### src/rtl/prbs_gen_tx.sv
// PRBS31 (x^31 + x^28 + 1) byte source for BER testing with start/stop control,
// valid/ready handshake and single-shot / periodic bit-0 error injection.
module prbs_gen_tx #(
  parameter logic [30:0] SEED     = 31'h597957A0,
  parameter int unsigned PERIOD_W = 16
) (
  input  logic                clk,
  input  logic                reset,
  input  logic                start,
  input  logic                stop,
  input  logic                ready,
  input  logic                inj_single,
  input  logic [PERIOD_W-1:0] err_period,
  output logic [7:0]          prbs,
  output logic                prbs_valid,
  output logic                busy,
  output logic [31:0]         byte_cnt,
  output logic [PERIOD_W-1:0] inj_cnt
);

  typedef enum logic [1:0] {
    IDLE = 2'd0,
    LOAD = 2'd1,
    RUN  = 2'd2
  } state_t;

  state_t              state, state_next;
  logic [30:0]         lfsr, lfsr_next, src;
  logic                inj_pending, pending_next;
  logic [PERIOD_W-1:0] period, per_cnt, per_cnt_next;
  logic [PERIOD_W-1:0] cur_period, cur_per_cnt, base_inj_cnt, inj_cnt_next;
  logic [31:0]         base_byte_cnt, byte_cnt_next;
  logic [7:0]          fresh, prbs_next;
  logic                do_load, do_count, per_hit, inj;

  // Eight serial LFSR steps collapsed into one parallel step; bit 7 is oldest.
  function automatic logic [7:0] next_byte(input logic [30:0] d);
    logic [7:0] b;
    for (int k = 0; k < 8; k++) begin
      b[7-k] = d[30-k] ^ d[27-k];
    end
    return b;
  endfunction

  always_comb begin
    state_next    = state;
    do_load       = 1'b0;
    do_count      = 1'b0;
    src           = lfsr;
    cur_period    = period;
    cur_per_cnt   = per_cnt;
    base_byte_cnt = byte_cnt;
    base_inj_cnt  = inj_cnt;
    case (state)
      IDLE: if (start && !stop) state_next = LOAD;
      LOAD: begin
        do_load       = 1'b1;
        src           = SEED;
        cur_period    = err_period;
        cur_per_cnt   = '0;
        base_byte_cnt = '0;
        base_inj_cnt  = '0;
        state_next    = RUN;
      end
      RUN: begin
        if (ready) begin
          do_count = 1'b1;
          do_load  = !stop;
        end
        if (stop) state_next = IDLE;
      end
      default: state_next = IDLE;
    endcase

    fresh   = next_byte(src);
    per_hit = (cur_period != '0) && (cur_per_cnt == cur_period - PERIOD_W'(1));
    inj     = inj_pending | per_hit;

    byte_cnt_next = do_count ? base_byte_cnt + 32'd1 : base_byte_cnt;
    lfsr_next     = lfsr;
    prbs_next     = prbs;
    per_cnt_next  = cur_per_cnt;
    inj_cnt_next  = base_inj_cnt;
    pending_next  = inj_pending | inj_single;

    // The LFSR always advances with the clean byte so injected errors stay isolated.
    if (do_load) begin
      lfsr_next    = {src[22:0], fresh};
      prbs_next    = fresh ^ {7'b0, inj};
      per_cnt_next = (per_hit || cur_period == '0) ? '0 : cur_per_cnt + PERIOD_W'(1);
      if (inj && base_inj_cnt != '1) inj_cnt_next = base_inj_cnt + PERIOD_W'(1);
      pending_next = inj_single;
    end
  end

  always_ff @(posedge clk) begin
    if (reset) begin
      state       <= IDLE;
      lfsr        <= SEED;
      prbs        <= '0;
      prbs_valid  <= 1'b0;
      busy        <= 1'b0;
      byte_cnt    <= '0;
      inj_cnt     <= '0;
      inj_pending <= 1'b0;
      per_cnt     <= '0;
      period      <= '0;
    end else begin
      state       <= state_next;
      lfsr        <= lfsr_next;
      prbs        <= prbs_next;
      prbs_valid  <= (state_next == RUN);
      busy        <= (state_next != IDLE);
      byte_cnt    <= byte_cnt_next;
      inj_cnt     <= inj_cnt_next;
      inj_pending <= pending_next;
      per_cnt     <= per_cnt_next;
      if (state == LOAD) period <= err_period;
    end
  end

endmodule
### config.mk
export PLATFORM = sky130hd
export DESIGN_NAME = prbs_gen_tx
export DESIGN_NICKNAME = d
export VERILOG_FILES = /design/src/rtl/prbs_gen_tx.sv
export SDC_FILE = /design/constraint.sdc
export NUM_CORES = 1
export LEC_CHECK = 0
export ABC_AREA = 1
export CAP_MARGIN = 20
export CORE_AREA = 2 2 113 115
export CTS_CLUSTER_DIAMETER = 60
export DETAILED_ROUTE_END_ITERATION = 7
export DIE_AREA = 0 0 115 117
export GPL_ROUTABILITY_DRIVEN = 1
export PLACE_DENSITY = 0.8
export SYNTH_ARGS = -nofsm -noshare
export SYNTH_HDL_FRONTEND = slang
export SYNTH_SLANG_ARGS = --single-unit
### constraint.sdc
create_clock -name clk -period 3.8 [get_ports clk]
set_input_delay 1.14 -clock clk [delete_from_list [all_inputs] [get_ports clk]]
set_output_delay 1.14 -clock clk [all_outputs]
set_load 0.05 [all_outputs]
-- Word level (Yosys, flattened, before mapping)
Index checks and enable logic that the tools add are counted.
- add/sub/neg operators: 4
- bitwise logic cells: 11
- eq/ne operators: 5
- mux-type cells: 18
- reduce and logical (&&, ||, !) cells: 9
- operators by type and width (kind ; number):
    2-to-1 mux 16 bit ; 7
    2-to-1 mux 32 bit ; 2
    adder 16 x 1 -> 16 bit (second input constant) ; 2
    adder 32 x 1 -> 32 bit (second input constant) ; 1
    2-to-1 mux 31 bit ; 1
    == test 16 bit ; 1
    zero test 16 bit ; 1
    inequality test 16 bit (second input constant) ; 1
    nonzero test 16 bit ; 1
    subtractor 16 x 1 -> 16 bit (second input constant) ; 1
    bitwise XOR 1 bit ; 8
    bitwise XOR 8 x 1 -> 8 bit ; 1
    one-hot mux 2 bit (3 select lines) ; 1
    == test 2 bit (second input constant) ; 2
    2-to-1 mux 1 bit ; 4
    2-to-1 mux 2 bit ; 2
    logical AND 1 bit ; 3
    == test 2 x 1 -> 1 bit (second input constant) ; 1
    zero test 2 bit ; 1
    OR 1 bit ; 2
    one-hot mux 1 bit (2 select lines) ; 1
    nonzero test 2 bit ; 1
    zero test 1 bit ; 1
    logical OR 1 bit ; 1
- output and inout bits: 58
- flip-flop bits (word level): 124

-- Longest topological paths before layout
Gate-level depths: netlist of the first run.
- depth in word-level cells: 9
- gate-level depth with buffers: 24
- gate-level depth less buffers: 23

-- Worst setup path before layout of the first run
No wires, ideal clock.
- kind: reg-to-reg
- start point: reg state[1]
- end point: reg byte_cnt[28]
- required time: 3705 ps
- cell stages (with the launch flop): 22
- path slack: 774 ps
- data arrival time: 2931 ps
- period minus slack after synthesis: 3026 ps
- path buffers: 5
- setup time: 95 ps
- cells stage by stage: dfxtp_1 -> inv_1 -> ha_1 -> buf_6 -> buf_6 -> buf_6 -> clkbuf_1 -> buf_2 -> nor2_1 -> ha_1 -> inv_1 -> nor3_2 -> nand2_1 -> nor2_2 -> nand2_1 -> nor2_1 -> nand4_1 -> inv_1 -> nand4_2 -> nor2_1 -> nand2_1 -> a221oi_1
- cells in the longest elaborated chain, start to end: 4
- elaborated cells between the ends (all ways): 6
- classes of those cells: 1 x add/sub; 2 x eq/ne; 3 x mux
- ends and longest elaborated chain (what ; RTL line ; source):
    from (decl) ; 27 ; state_t state, state_next;
    from (signal assigned) ; 109 ; state <= state_next;
    == test 2 x 1 -> 1 bit ; 54 ; case (state)
    2-to-1 mux 32 bit ; 54 ;
    adder 32 x 1 -> 32 bit ; 79 ; byte_cnt_next = do_count ? base_byte_cnt + 32'd1 : base_byte_cnt;
    2-to-1 mux 32 bit (*) ; 79 ;
    to (signal assigned) ; 114 ; byte_cnt <= byte_cnt_next;
    to (decl) ; 17 ; output logic [31:0] byte_cnt,
Every way passes the cells marked *; elsewhere a longest branch is shown, timed or not.
A chain may end at the register's enable or synchronous reset.

-- Worst setup path in the final report of the first run
- start point: reg state[1]
- end point: reg per_cnt[14]
- cells in the longest elaborated chain, start to end: 8
- elaborated cells between the ends (all ways): 14
- classes of those cells: 2 x add/sub; 3 x eq/ne; 5 x mux; 4 x reduce/logical
- ends and longest elaborated chain (what ; RTL line ; source):
    == test 2 x 1 -> 1 bit ; 54 ;
    2-to-1 mux 16 bit ; 54 ;
    subtractor 16 x 1 -> 16 bit ; 76 ; per_hit = (cur_period != '0) && (cur_per_cnt == cur_period - PERIOD_W'(1));
    == test 16 bit ; 76 ;
    logical AND 1 bit ; 76 ;
    logical OR 1 bit ; 90 ; per_cnt_next = (per_hit || cur_period == '0) ? '0 : cur_per_cnt + PERIOD_W'(1);
    2-to-1 mux 16 bit ; 90 ;
    2-to-1 mux 16 bit (*) ; 87 ; if (do_load) begin
    to (signal assigned) ; 117 ; per_cnt <= per_cnt_next;
    to (decl) ; 30 ; logic [PERIOD_W-1:0] period, per_cnt, per_cnt_next;
Marked as above.

==> results.sh, run 1 <==
export IMPL_cts_hold_buf=0
export IMPL_antenna_found_initial=0
export IMPL_worstMarginPinSlew_ps=607
export IMPL_finalCoreUtilization_pct=67.4
export IMPL_startpoint_type="register"
export IMPL_synth_mux_area_share_pct=0
export IMPL_synth_seq_area_share_pct=34.7
export IMPL_core_area_sq_um=12300
export IMPL_drtIter0Drc=545
export IMPL_grt_first_pass_wirelength_um=28700
export IMPL_rr_worst_depth=19
export IMPL_rrSetupSlack_ps=440
export IMPL_ctsResizeCount=0
export IMPL_critical_path_top_delay_family="simple AND/OR/NAND/NOR gates"
export IMPL_wirelength_um=17200
export IMPL_setup_tns_ps=0
export IMPL_htree_levels=4
export IMPL_grt_overflow=0
export IMPL_drt_wirelength_per_cell_um=13.1
export IMPL_skew_ps=5.62
export IMPL_rows=41
export IMPL_cp_end_kind="register"
export IMPL_syn_num_nets=1110
export IMPL_grt_pass1_vias=6366
export IMPL_grt_util_all_layers_pct=26.8
export IMPL_path_class="register to register"
export IMPL_cp_common_cell="nand2_1"
export IMPL_synth_compound_gate_area_share_pct=10.7
export IMPL_setup_viol=0
export IMPL_crit_slowest_cell="dfxtp_1"
export IMPL_dp_hpwl_um=12100
export IMPL_die_h_um=117
export IMPL_period_share_pct=88.3
export IMPL_min_path_cells=2
export IMPL_min_delay_start="prbs[7]$_SDFFE_PP0P_"
export IMPL_port_buffer_count=79
export IMPL_vias=6742
export IMPL_synth_top_family_by_area="simple AND/OR/NAND/NOR gates"
export IMPL_cts_sinks=119
export IMPL_synth_seq_cells=119
export IMPL_hold_viol_final=0
export IMPL_drive_gt1_share_pct=8.33
export IMPL_async_flop_share_pct=0
export IMPL_synth_cell_area_sq_um=6860
export IMPL_clkSlewWorstSetupHoldPaths_ps=50
export IMPL_synth_simple_area_share_pct=37.4
export IMPL_cts_made_buffers=17
export IMPL_cts_tree="built"
export IMPL_leakage_uw=0.00346
export IMPL_dieWidth_um=115
export IMPL_synth_xor_area_share_pct=2.42
export IMPL_ys_warn_count=0
export IMPL_drc=0
export IMPL_synth_avg_cell_area_sq_um=6.35
export IMPL_cts_root_buf="clkbuf_16"
export IMPL_whs_endpoint="prbs[7]$_SDFFE_PP0P_"
export IMPL_r2r_start="state[1]$_SDFF_PP0_"
export IMPL_critPathRequiredTime_ps=4150
export IMPL_ys_flop_type="dfxtp_1"
export IMPL_gp_congestion=0.945
export IMPL_slew_viol_final=0
export IMPL_max_stage_delay_ps=360
export IMPL_ioPinCount=80
export IMPL_insertion_delay_ps=420
export IMPL_period_needed_ps=3360
export IMPL_drt_antenna_violating_nets=0
export IMPL_status="finished, final reports clean"
export IMPL_final_cell_mix="273 x nand2_1, 166 x inv_1, 165 x nor2_1"
export IMPL_relSlewSlack_pct=59.5
export IMPL_synthAdderAreaFrac_pct=1.46
export IMPL_dp_cells=1283
export IMPL_initial_core_util_pct=55.7
export IMPL_cp_data_arrival_time_ps=3710
export IMPL_synth_edf_count=0
export IMPL_post_cts_repair_setup_buffers=0
export IMPL_r2r_end="per_cnt[14]$_SDFF_PP0_"
export IMPL_worstPathCellList="inv_1 -> ha_2 -> inv_4 -> buf_12 -> nand2_1 -> inv_1 -> ha_1 -> nand3_1 -> nor3_2 -> nand2_1 -> nor2_2 -> nand2_1 -> nor2_1 -> nand2_1 -> nor2_2 -> nand2_1 -> o21ai_1 -> nand3_1 -> nor2_1"
export IMPL_synth_cell_types=46
export IMPL_vdd_drop_max_uv=235
export IMPL_final_common_cell="nand2_1"
export IMPL_netlist_instances=1080
export IMPL_crit_fanout=40
export IMPL_min_path_type="register to register"
export IMPL_syn_to_final_growth_pct=21.0
export IMPL_cp_depth=19
export IMPL_drt_pass1_iterations=5
export IMPL_rsz0062_at_grt="false"
export IMPL_worst_path_buf_inv=4
export IMPL_dieArea_sq_um=13500
export IMPL_finalNetCount=1182
export IMPL_fill_cells=1098
export IMPL_max_cap_violations=0
export IMPL_avgViaCountPerCell=5.13
export IMPL_max_freq_mhz=298
export IMPL_power_density_nw_per_um2=417
export IMPL_grt_max_degree=52
export IMPL_clockBufferDepth=2
export IMPL_instances_no_fill=1314
export IMPL_antennaDiodeCount=0
==> how the worst max path moves through the flow <==
stage / start / endpoint / slack [ps]
floorplan: state[1]$_SDFF_PP0_ / byte_cnt[28]$_SDFF_PP0_ / 770
global placement: err_period[1] / inj_cnt[1]$_SDFF_PP0_ / 160
detailed placement: err_period[1] / inj_cnt[0]$_SDFF_PP0_ / 110
CTS: state[1]$_SDFF_PP0_ / per_cnt[14]$_SDFF_PP0_ / 480
global route: state[1]$_SDFF_PP0_ / per_cnt[14]$_SDFF_PP0_ / 90
finish: state[1]$_SDFF_PP0_ / per_cnt[14]$_SDFF_PP0_ / 440
==> cell usage after synthesis, types with 3 or more instances <==
master / count / area, sq um
a21oi_1: 54 / 270
a221o_1: 5 / 50.1
a221oi_1: 3 / 26.3
buf_2: 5 / 25.0
buf_4: 6 / 45.0
buf_6: 9 / 101
clkbuf_1: 20 / 75.1
clkinv_1: 3 / 11.3
dfxtp_1: 119 / 2380
ha_1: 8 / 100
inv_1: 166 / 623
inv_2: 4 / 15.0
nand2_1: 273 / 1020
nand2_2: 11 / 68.8
nand3_1: 54 / 270
nand3_2: 3 / 30.0
nand4_1: 17 / 106
nor2_1: 165 / 619
nor2_2: 12 / 75.1
nor2_4: 4 / 45.0
nor3_1: 22 / 110
nor3_2: 5 / 50.1
nor4_1: 9 / 56.3
o21ai_0: 42 / 210
o21ai_1: 6 / 30.0
o22ai_1: 9 / 56.3
xnor2_1: 6 / 52.6
xor2_1: 13 / 114
==> worst reg2reg max path: stages, from the launching register on <==
cell and delay, ps:
dfxtp_1 360, inv_1 90, ha_2 320, inv_4 260, buf_12 260, nand2_1 160, inv_1 100, ha_1 170
nand3_1 130, nor3_2 250, nand2_1 140, nor2_2 170, nand2_1 70, nor2_1 130, nand2_1 120, nor2_2 160
nand2_1 100, o21ai_1 130, nand3_1 80, nor2_1 90
==> layer usage <==
layer,up-vias,global-route usage [%],wire length (um)
met4,0,10.1,363
met5,-,0,0
met3,35,8.14,1040
li1,3537,-,-
met2,177,44.8,7990
met1,2993,32.6,7760
==> logic make-up (layout without fill, tap and decap cells) <==
family / after synthesis / in the layout
flip-flops: 119 / 119
AO/OA/AOI/OAI: 130 / 130
AND/OR/NAND/NOR: 588 / 588
adder cells (fa/ha/maj): 8 / 8
buffers and inverters: 216 / 300
XOR/XNOR: 19 / 19
==> power by group <==
part | total, uW | internal, uW | switching, uW
combinational | 609 | 206 | 403
clock | 1560 | 1010 | 552
sequential | 1290 | 1280 | 14.3
==> flip-flops by register name, indices dropped and copies added, names as in the netlist <==
| name | count |
|---|---|
| prbs | 8 |
| per_cnt | 16 |
| lfsr | 26 |
| inj_cnt | 16 |
| state | 2 |
| inj_pending | 1 |
| byte_cnt | 32 |
| busy | 1 |
| period | 16 |
| prbs_valid | 1 |
==> through the flow <==
step | power, uW | area [sq um] | setup WS (ps) | hold slack, ps
floorplan | 1780 | 6860 | 774 | 430
global placement | 1920 | 7730 | 155 | 445
detailed placement | 1920 | 7730 | 111 | 454
CTS | 3480 | 8300 | 484 | 462
global route | 3630 | 8300 | 91.4 | 479
finish | 3460 | 8300 | 445 | 461
==> final cells by class <==
| type | instances | area (sq um) | share of cell area, % |
|---|---|---|---|
| multi-input combinational | 745 | 3570 | 43.0 |
| sequential | 119 | 2380 | 28.7 |
| clock buffer | 22 | 474 | 5.71 |
| clock inverter | 9 | 100 | 1.21 |
| inverter | 174 | 656 | 7.90 |
| tap | 150 | 188 | 2.26 |
| timing repair buffer | 95 | 931 | 11.2 |
Power figures use the tool's default switching activity.
==> inputs of run 2 (changes only) <==
- clock period: 3.8 -> 3.5 ns (I/O delays scaled with it)
==> run 2 against run 1 <==
  * Sequential power increased by 9%
  * Sequential share of layout area down 0.61 points
  * Count of clock-buffer cells in the layout shrank 4
  * Total power rose by 10%
  * Via count increased by 1.8%
  * First-iteration DRC count decreased by 5.3%
  * Register-to-register slack got worse by 90 ps
  * Clock skew increased by 3.6 ps
==> results.sh, run 2 (synthesis gave the netlist of run 1 again) <==
export IMPL_final_cell_mix="273 x nand2_1, 166 x inv_1, 165 x nor2_1"
export IMPL_worstMarginPinSlew_ps=681
export IMPL_rows=41
export IMPL_antenna_found_initial=0
export IMPL_drt_pass1_iterations=5
export IMPL_worst_path_buf_inv=4
export IMPL_wirelength_um=17500
export IMPL_worstPathCellList="clkdlybuf4s50_1 -> inv_1 -> nand2_1 -> nand2_2 -> ha_1 -> buf_4 -> nand2_1 -> nor2_1 -> nand3_1 -> nand3_1 -> nand2_1 -> nor2_1 -> nand2_1 -> nor2_1 -> nand3_2 -> nand2_4 -> nand2_4 -> nor2_4 -> inv_1 -> nor2_1 -> nor2_1"
export IMPL_power_density_nw_per_um2=449
export IMPL_htree_levels=4
export IMPL_syn_to_final_growth_pct=23.6
export IMPL_finalNetCount=1203
export IMPL_slew_viol_final=0
export IMPL_r2r_start="state[1]$_SDFF_PP0_"
export IMPL_cts_hold_buf=0
export IMPL_clockBufferDepth=2
export IMPL_dp_cells=1302
export IMPL_min_delay_start="prbs[5]$_SDFFE_PP0P_"
export IMPL_max_freq_mhz=303
export IMPL_grt_overflow=0
export IMPL_dieArea_sq_um=13500
export IMPL_critical_path_top_delay_family="simple AND/OR/NAND/NOR gates"
export IMPL_relSlewSlack_pct=54.6
export IMPL_drc=0
export IMPL_hold_viol_final=0
export IMPL_hold_ws_ps=464
export IMPL_fin_ws_ps=195
export IMPL_status="finished, final reports clean"
export IMPL_grt_first_pass_wirelength_um=28700
export IMPL_skew_ps=9.21
export IMPL_placed_area_sq_um=7890
export IMPL_setup_viol=0
export IMPL_rrSetupSlack_ps=350
export IMPL_fill_cells=1063
export IMPL_drive_gt1_share_pct=10.1
export IMPL_cp_data_arrival_time_ps=3620
export IMPL_drt_wirelength_per_cell_um=13.1
export IMPL_port_buffer_count=79
export IMPL_path_class="input pin to register"
export IMPL_critPathRequiredTime_ps=3810
export IMPL_dieWidth_um=115
export IMPL_dp_hpwl_um=12400
export IMPL_cts_made_buffers=17
export IMPL_insertion_delay_ps=420
export IMPL_instances_no_fill=1335
export IMPL_r2r_end="per_cnt[14]$_SDFF_PP0_"
export IMPL_largest_register="byte_cnt"
export IMPL_period_needed_ps=3300
export IMPL_rr_worst_depth=19
export IMPL_grt_max_degree=52
export IMPL_leakage_uw=0.00355
export IMPL_cp_end_kind="register"
export IMPL_drt_antenna_violating_nets=0
export IMPL_crit_fanout=11
export IMPL_pre_cts_slack_ps=-150
export IMPL_rsz0062_at_grt="false"
export IMPL_min_path_cells=2
export IMPL_setup_tns_ps=0
export IMPL_vdd_drop_max_uv=288
export IMPL_max_stage_delay_ps=420
export IMPL_cts_tree="built"
export IMPL_startpoint_type="input pin"
export IMPL_design_area_sq_um=8480
export IMPL_core_area_sq_um=12300
export IMPL_ioPinCount=80
export IMPL_grt_pass1_vias=6416
export IMPL_reg_top3="byte_cnt x32, lfsr x26"
export IMPL_avgViaCountPerCell=5.14
export IMPL_final_common_cell="nand2_1"
export IMPL_clkSlewWorstSetupHoldPaths_ps=50
export IMPL_grt_util_all_layers_pct=26.7
export IMPL_largest_register_ffs=32
export IMPL_vias=6865
export IMPL_cts_sinks=119
export IMPL_gp_congestion=0.952
export IMPL_cts_root_buf="clkbuf_16"
export IMPL_drtIter0Drc=516
export IMPL_die_h_um=117
export IMPL_whs_endpoint="prbs[5]$_SDFFE_PP0P_"
export IMPL_crit_slowest_cell="clkdlybuf4s50_1"
export IMPL_initial_core_util_pct=55.7
export IMPL_min_path_type="register to register"
export IMPL_antennaDiodeCount=0
export IMPL_cp_common_cell="nor2_1"
export IMPL_period_share_pct=94.4
export IMPL_max_cap_violations=0
==> run 2: what timing repair did <==
item | 4_1_cts | 5_1_grt
gates resized for setup | 0 | 2
setup endpoints to repair | 0 | 19
setup buffers | 0 | 2
==> run 2: metal layers <==
metal / up-vias / wire (um) / share of wire [%] / track usage (%)
met5: - / 0 / 0 / 0
li1: 3574 / - / - / -
met4: 0 / 319 / 1.8 / 8.84
met1: 3073 / 7780 / 44 / 32.0
met2: 189 / 8270 / 47 / 46.3
met3: 29 / 1140 / 6.5 / 7.62
==> run 2: metrics by stage <==
stage,utilization (%),total power (uW)
final,68.9,3810
after CTS,68.7,3820
after global routing,68.9,3970
after global placement,64.0,2130
after floorplan,-,1930
after detailed placement,64.0,2140
==> run 2: area by class of cell <==
type                       instances  area [sq um]  area share [%]
multi-input combinational        745          3580            42.2
sequential                       119          2380            28.1
timing repair buffer             116          1100            13.0
inverter                         174           658            7.76
clock buffer                      18           439            5.18
tap                              150           188            2.21
clock inverter                    13           133            1.56
==> run 2: worst reg2reg max path: stages, from the launching register on <==
cell	delay, ps
dfxtp_1	370
inv_1	110
ha_4	260
inv_6	180
buf_12	220
nand2_1	160
inv_1	110
ha_1	180
nand3_1	150
nor3_2	190
nand2_1	120
nor2_2	110
nand2_1	60
nor2_1	180
nand2_1	150
nor2_2	150
nand2_1	90
o21ai_1	130
nand3_1	80
nor2_1	100
==> run 2: worst max path at each step <==
stage / startpoint / end / slack [ps] / cells after the start
global route: err_period[1] / inj_cnt[9]$_SDFF_PP0_ / 5 / 22
detailed placement: err_period[0] / inj_cnt[0]$_SDFF_PP0_ / -150 / 21
CTS: state[1]$_SDFF_PP0_ / inj_cnt[13]$_SDFF_PP0_ / 130 / 15
finish: err_period[0] / inj_cnt[0]$_SDFF_PP0_ / 200 / 21
global placement: err_period[0] / inj_cnt[0]$_SDFF_PP0_ / -40 / 20
floorplan: state[1]$_SDFF_PP0_ / byte_cnt[28]$_SDFF_PP0_ / 470 / 21
==> run 2: power by group <==
part	total, uW	leakage, uW	switching (uW)	internal (uW)
Combinational	714	0.00231	448	266
Clock	1690	0.000273	640	1050
Sequential	1410	0.000962	16.3	1390
==> inputs of run 3 (changes only) <==
- RECOVER_POWER: default -> 50
==> run 3 against run 2 <==
  * Via count is 0.39% higher
  * Global-route usage stayed put
  * Combinational power hardly changed
  * Core utilization is 0.051 points lower
  * First-iteration DRC count is 4.7% lower
  * Clock skew hardly changed
  * Critical endpoint unchanged
==> results.sh, run 3 (synthesis gave the netlist of run 1 again) <==
export IMPL_period_needed_ps=3300
export IMPL_vdd_drop_max_uv=286
export IMPL_slew_viol_final=0
export IMPL_grt_max_degree=52
export IMPL_period_share_pct=94.4
export IMPL_setup_viol=0
export IMPL_gp_congestion=0.952
export IMPL_cp_end_kind="register"
export IMPL_clockBufferDepth=2
export IMPL_min_path_type="register to register"
export IMPL_path_class="input pin to register"
export IMPL_largest_register="byte_cnt"
export IMPL_syn_to_final_growth_pct=23.5
export IMPL_clkPwrFrac_pct=44.4
export IMPL_cts_made_buffers=17
export IMPL_port_buffer_count=79
export IMPL_ioPinCount=80
export IMPL_grt_overflow=0
export IMPL_drt_antenna_violating_nets=0
export IMPL_instances_no_fill=1335
export IMPL_dp_hpwl_um=12400
export IMPL_design_area_sq_um=8480
export IMPL_final_cell_mix="273 x nand2_1, 166 x inv_1, 165 x nor2_1"
export IMPL_initial_core_util_pct=55.7
export IMPL_drt_wirelength_per_cell_um=13.1
export IMPL_rsz0062_at_grt="false"
export IMPL_worstMarginPinSlew_ps=1140
export IMPL_largest_register_ffs=32
export IMPL_cts_sinks=119
export IMPL_cp_common_cell="nor2_1"
export IMPL_drt_pass1_iterations=5
export IMPL_relSlewSlack_pct=23.7
export IMPL_crit_slowest_cell="clkdlybuf4s50_1"
export IMPL_die_h_um=117
export IMPL_worstPathCellList="clkdlybuf4s50_1 -> inv_1 -> nand2_1 -> nand2_2 -> ha_1 -> buf_4 -> nand2_1 -> nor2_1 -> nand3_1 -> nand3_1 -> nand2_1 -> nor2_1 -> nand2_1 -> nor2_1 -> nand3_2 -> nand2_4 -> nand2_4 -> nor2_4 -> inv_1 -> nor2_1 -> nor2_1"
export IMPL_crit_fanout=11
export IMPL_worst_path_buf_inv=4
export IMPL_cell_internal_pwr_uw=2710
export IMPL_dieWidth_um=115
export IMPL_skew_ps=9.04
export IMPL_grt_first_pass_wirelength_um=28700
export IMPL_comb_power_share_pct=18.7
export IMPL_cts_tree="built"
export IMPL_max_stage_delay_ps=420
export IMPL_avgViaCountPerCell=5.16
export IMPL_seqPwrFrac_pct=36.9
export IMPL_htree_levels=4
export IMPL_insertion_delay_ps=420
export IMPL_pre_cts_slack_ps=-150
export IMPL_status="finished, final reports clean"
export IMPL_antenna_found_initial=0
export IMPL_dp_cells=1302
export IMPL_max_freq_mhz=303
export IMPL_rows=41
export IMPL_max_cap_violations=0
export IMPL_leakage_uw=0.00370
export IMPL_startpoint_type="input pin"
export IMPL_critical_path_top_delay_family="simple AND/OR/NAND/NOR gates"
export IMPL_reg_top3="byte_cnt x32, lfsr x26"
export IMPL_grt_pass1_vias=6416
export IMPL_wirelength_um=17500
export IMPL_drive_gt1_share_pct=10.0
export IMPL_drc=0
export IMPL_dieArea_sq_um=13500
export IMPL_finalNetCount=1203
export IMPL_power_density_nw_per_um2=449
export IMPL_vias=6892
export IMPL_clkSlewWorstSetupHoldPaths_ps=50
export IMPL_hold_viol_final=0
export IMPL_placed_area_sq_um=7890
export IMPL_drtIter0Drc=492
export IMPL_cp_data_arrival_time_ps=3620
export IMPL_grt_util_all_layers_pct=26.7
export IMPL_total_power_uw=3810
export IMPL_switchingPower_uw=1100
export IMPL_antennaDiodeCount=0
export IMPL_critPathRequiredTime_ps=3810
export IMPL_core_area_sq_um=12300
export IMPL_final_common_cell="nand2_1"
export IMPL_swShare_pct=28.9
export IMPL_fin_ws_ps=197
export IMPL_cts_root_buf="clkbuf_16"
run 3: routing by layer:
| layer | share of wire (%) | vias to the layer above | track usage [%] |
|---|---|---|---|
| met1 | 44 | 3086 | 32.0 |
| met4 | 1.7 | 0 | 8.84 |
| met5 | 0 | - | 0 |
| met2 | 47 | 196 | 46.3 |
| li1 | - | 3579 | - |
| met3 | 6.9 | 31 | 7.62 |
run 3: worst paths after layout:
check / from / depth (start not counted) / slack [ps] / endpoint
setup / recovery: err_period[0] / 21 / 200 / inj_cnt[0]$_SDFF_PP0_
hold / removal: prbs[5]$_SDFFE_PP0P_ / 2 / 460 / prbs[5]$_SDFFE_PP0P_
setup reg to reg: state[1]$_SDFF_PP0_ / 19 / 360 / per_cnt[14]$_SDFF_PP0_
hold reg to reg: prbs[5]$_SDFFE_PP0P_ / 2 / 460 / prbs[5]$_SDFFE_PP0P_
run 3: repair_timing:
| item | CTS | global route |
|---|---|---|
| buffers inserted | 0 | 2 |
| gates resized for setup | 0 | 2 |
| hold buffers | 0 | 0 |
| endpoints found under the setup margin | 0 | 19 |
run 3: area by class of cell:
cell class	instances	area, sq um
sequential	119	2380
timing repair buffer	116	1090
clock buffer	18	439
inverter	174	658
fill	1065	3830
tap	150	188
multi-input combinational	745	3580
clock inverter	13	133
run 3: power groups by stage:
stage	Sequential, uW	Clock (uW)	Combinational [uW]
2_1_floorplan	1450	0	486
3_3_place_gp	1430	0	701
3_5_place_dp	1430	0	704
4_1_cts	1410	1710	710
5_1_grt	1410	1760	796
6_report	1410	1690	712
run 3: through the flow:
step | hold slack, ps | TNS (ps) | utilization, %
after floorplan | 430 | 0 | -
after global placement | 449 | -135 | 64.0
after detailed placement | 444 | -1150 | 64.0
after CTS | 465 | 0 | 68.7
after global routing | 503 | 0 | 68.9
final | 461 | 0 | 68.9
run 3: worst reg2reg max path, stage by stage (launching register included):
cell and delay, ps:
dfxtp_1 360, inv_1 110, ha_4 260, inv_6 190, buf_12 230, nand2_1 160
inv_1 110, ha_1 180, nand3_1 140, nor3_2 190, nand2_1 120, nor2_2 110
nand2_1 60, nor2_1 180, nand2_1 150, nor2_2 150, nand2_1 90, o21ai_1 130
nand3_1 80, nor2_1 100
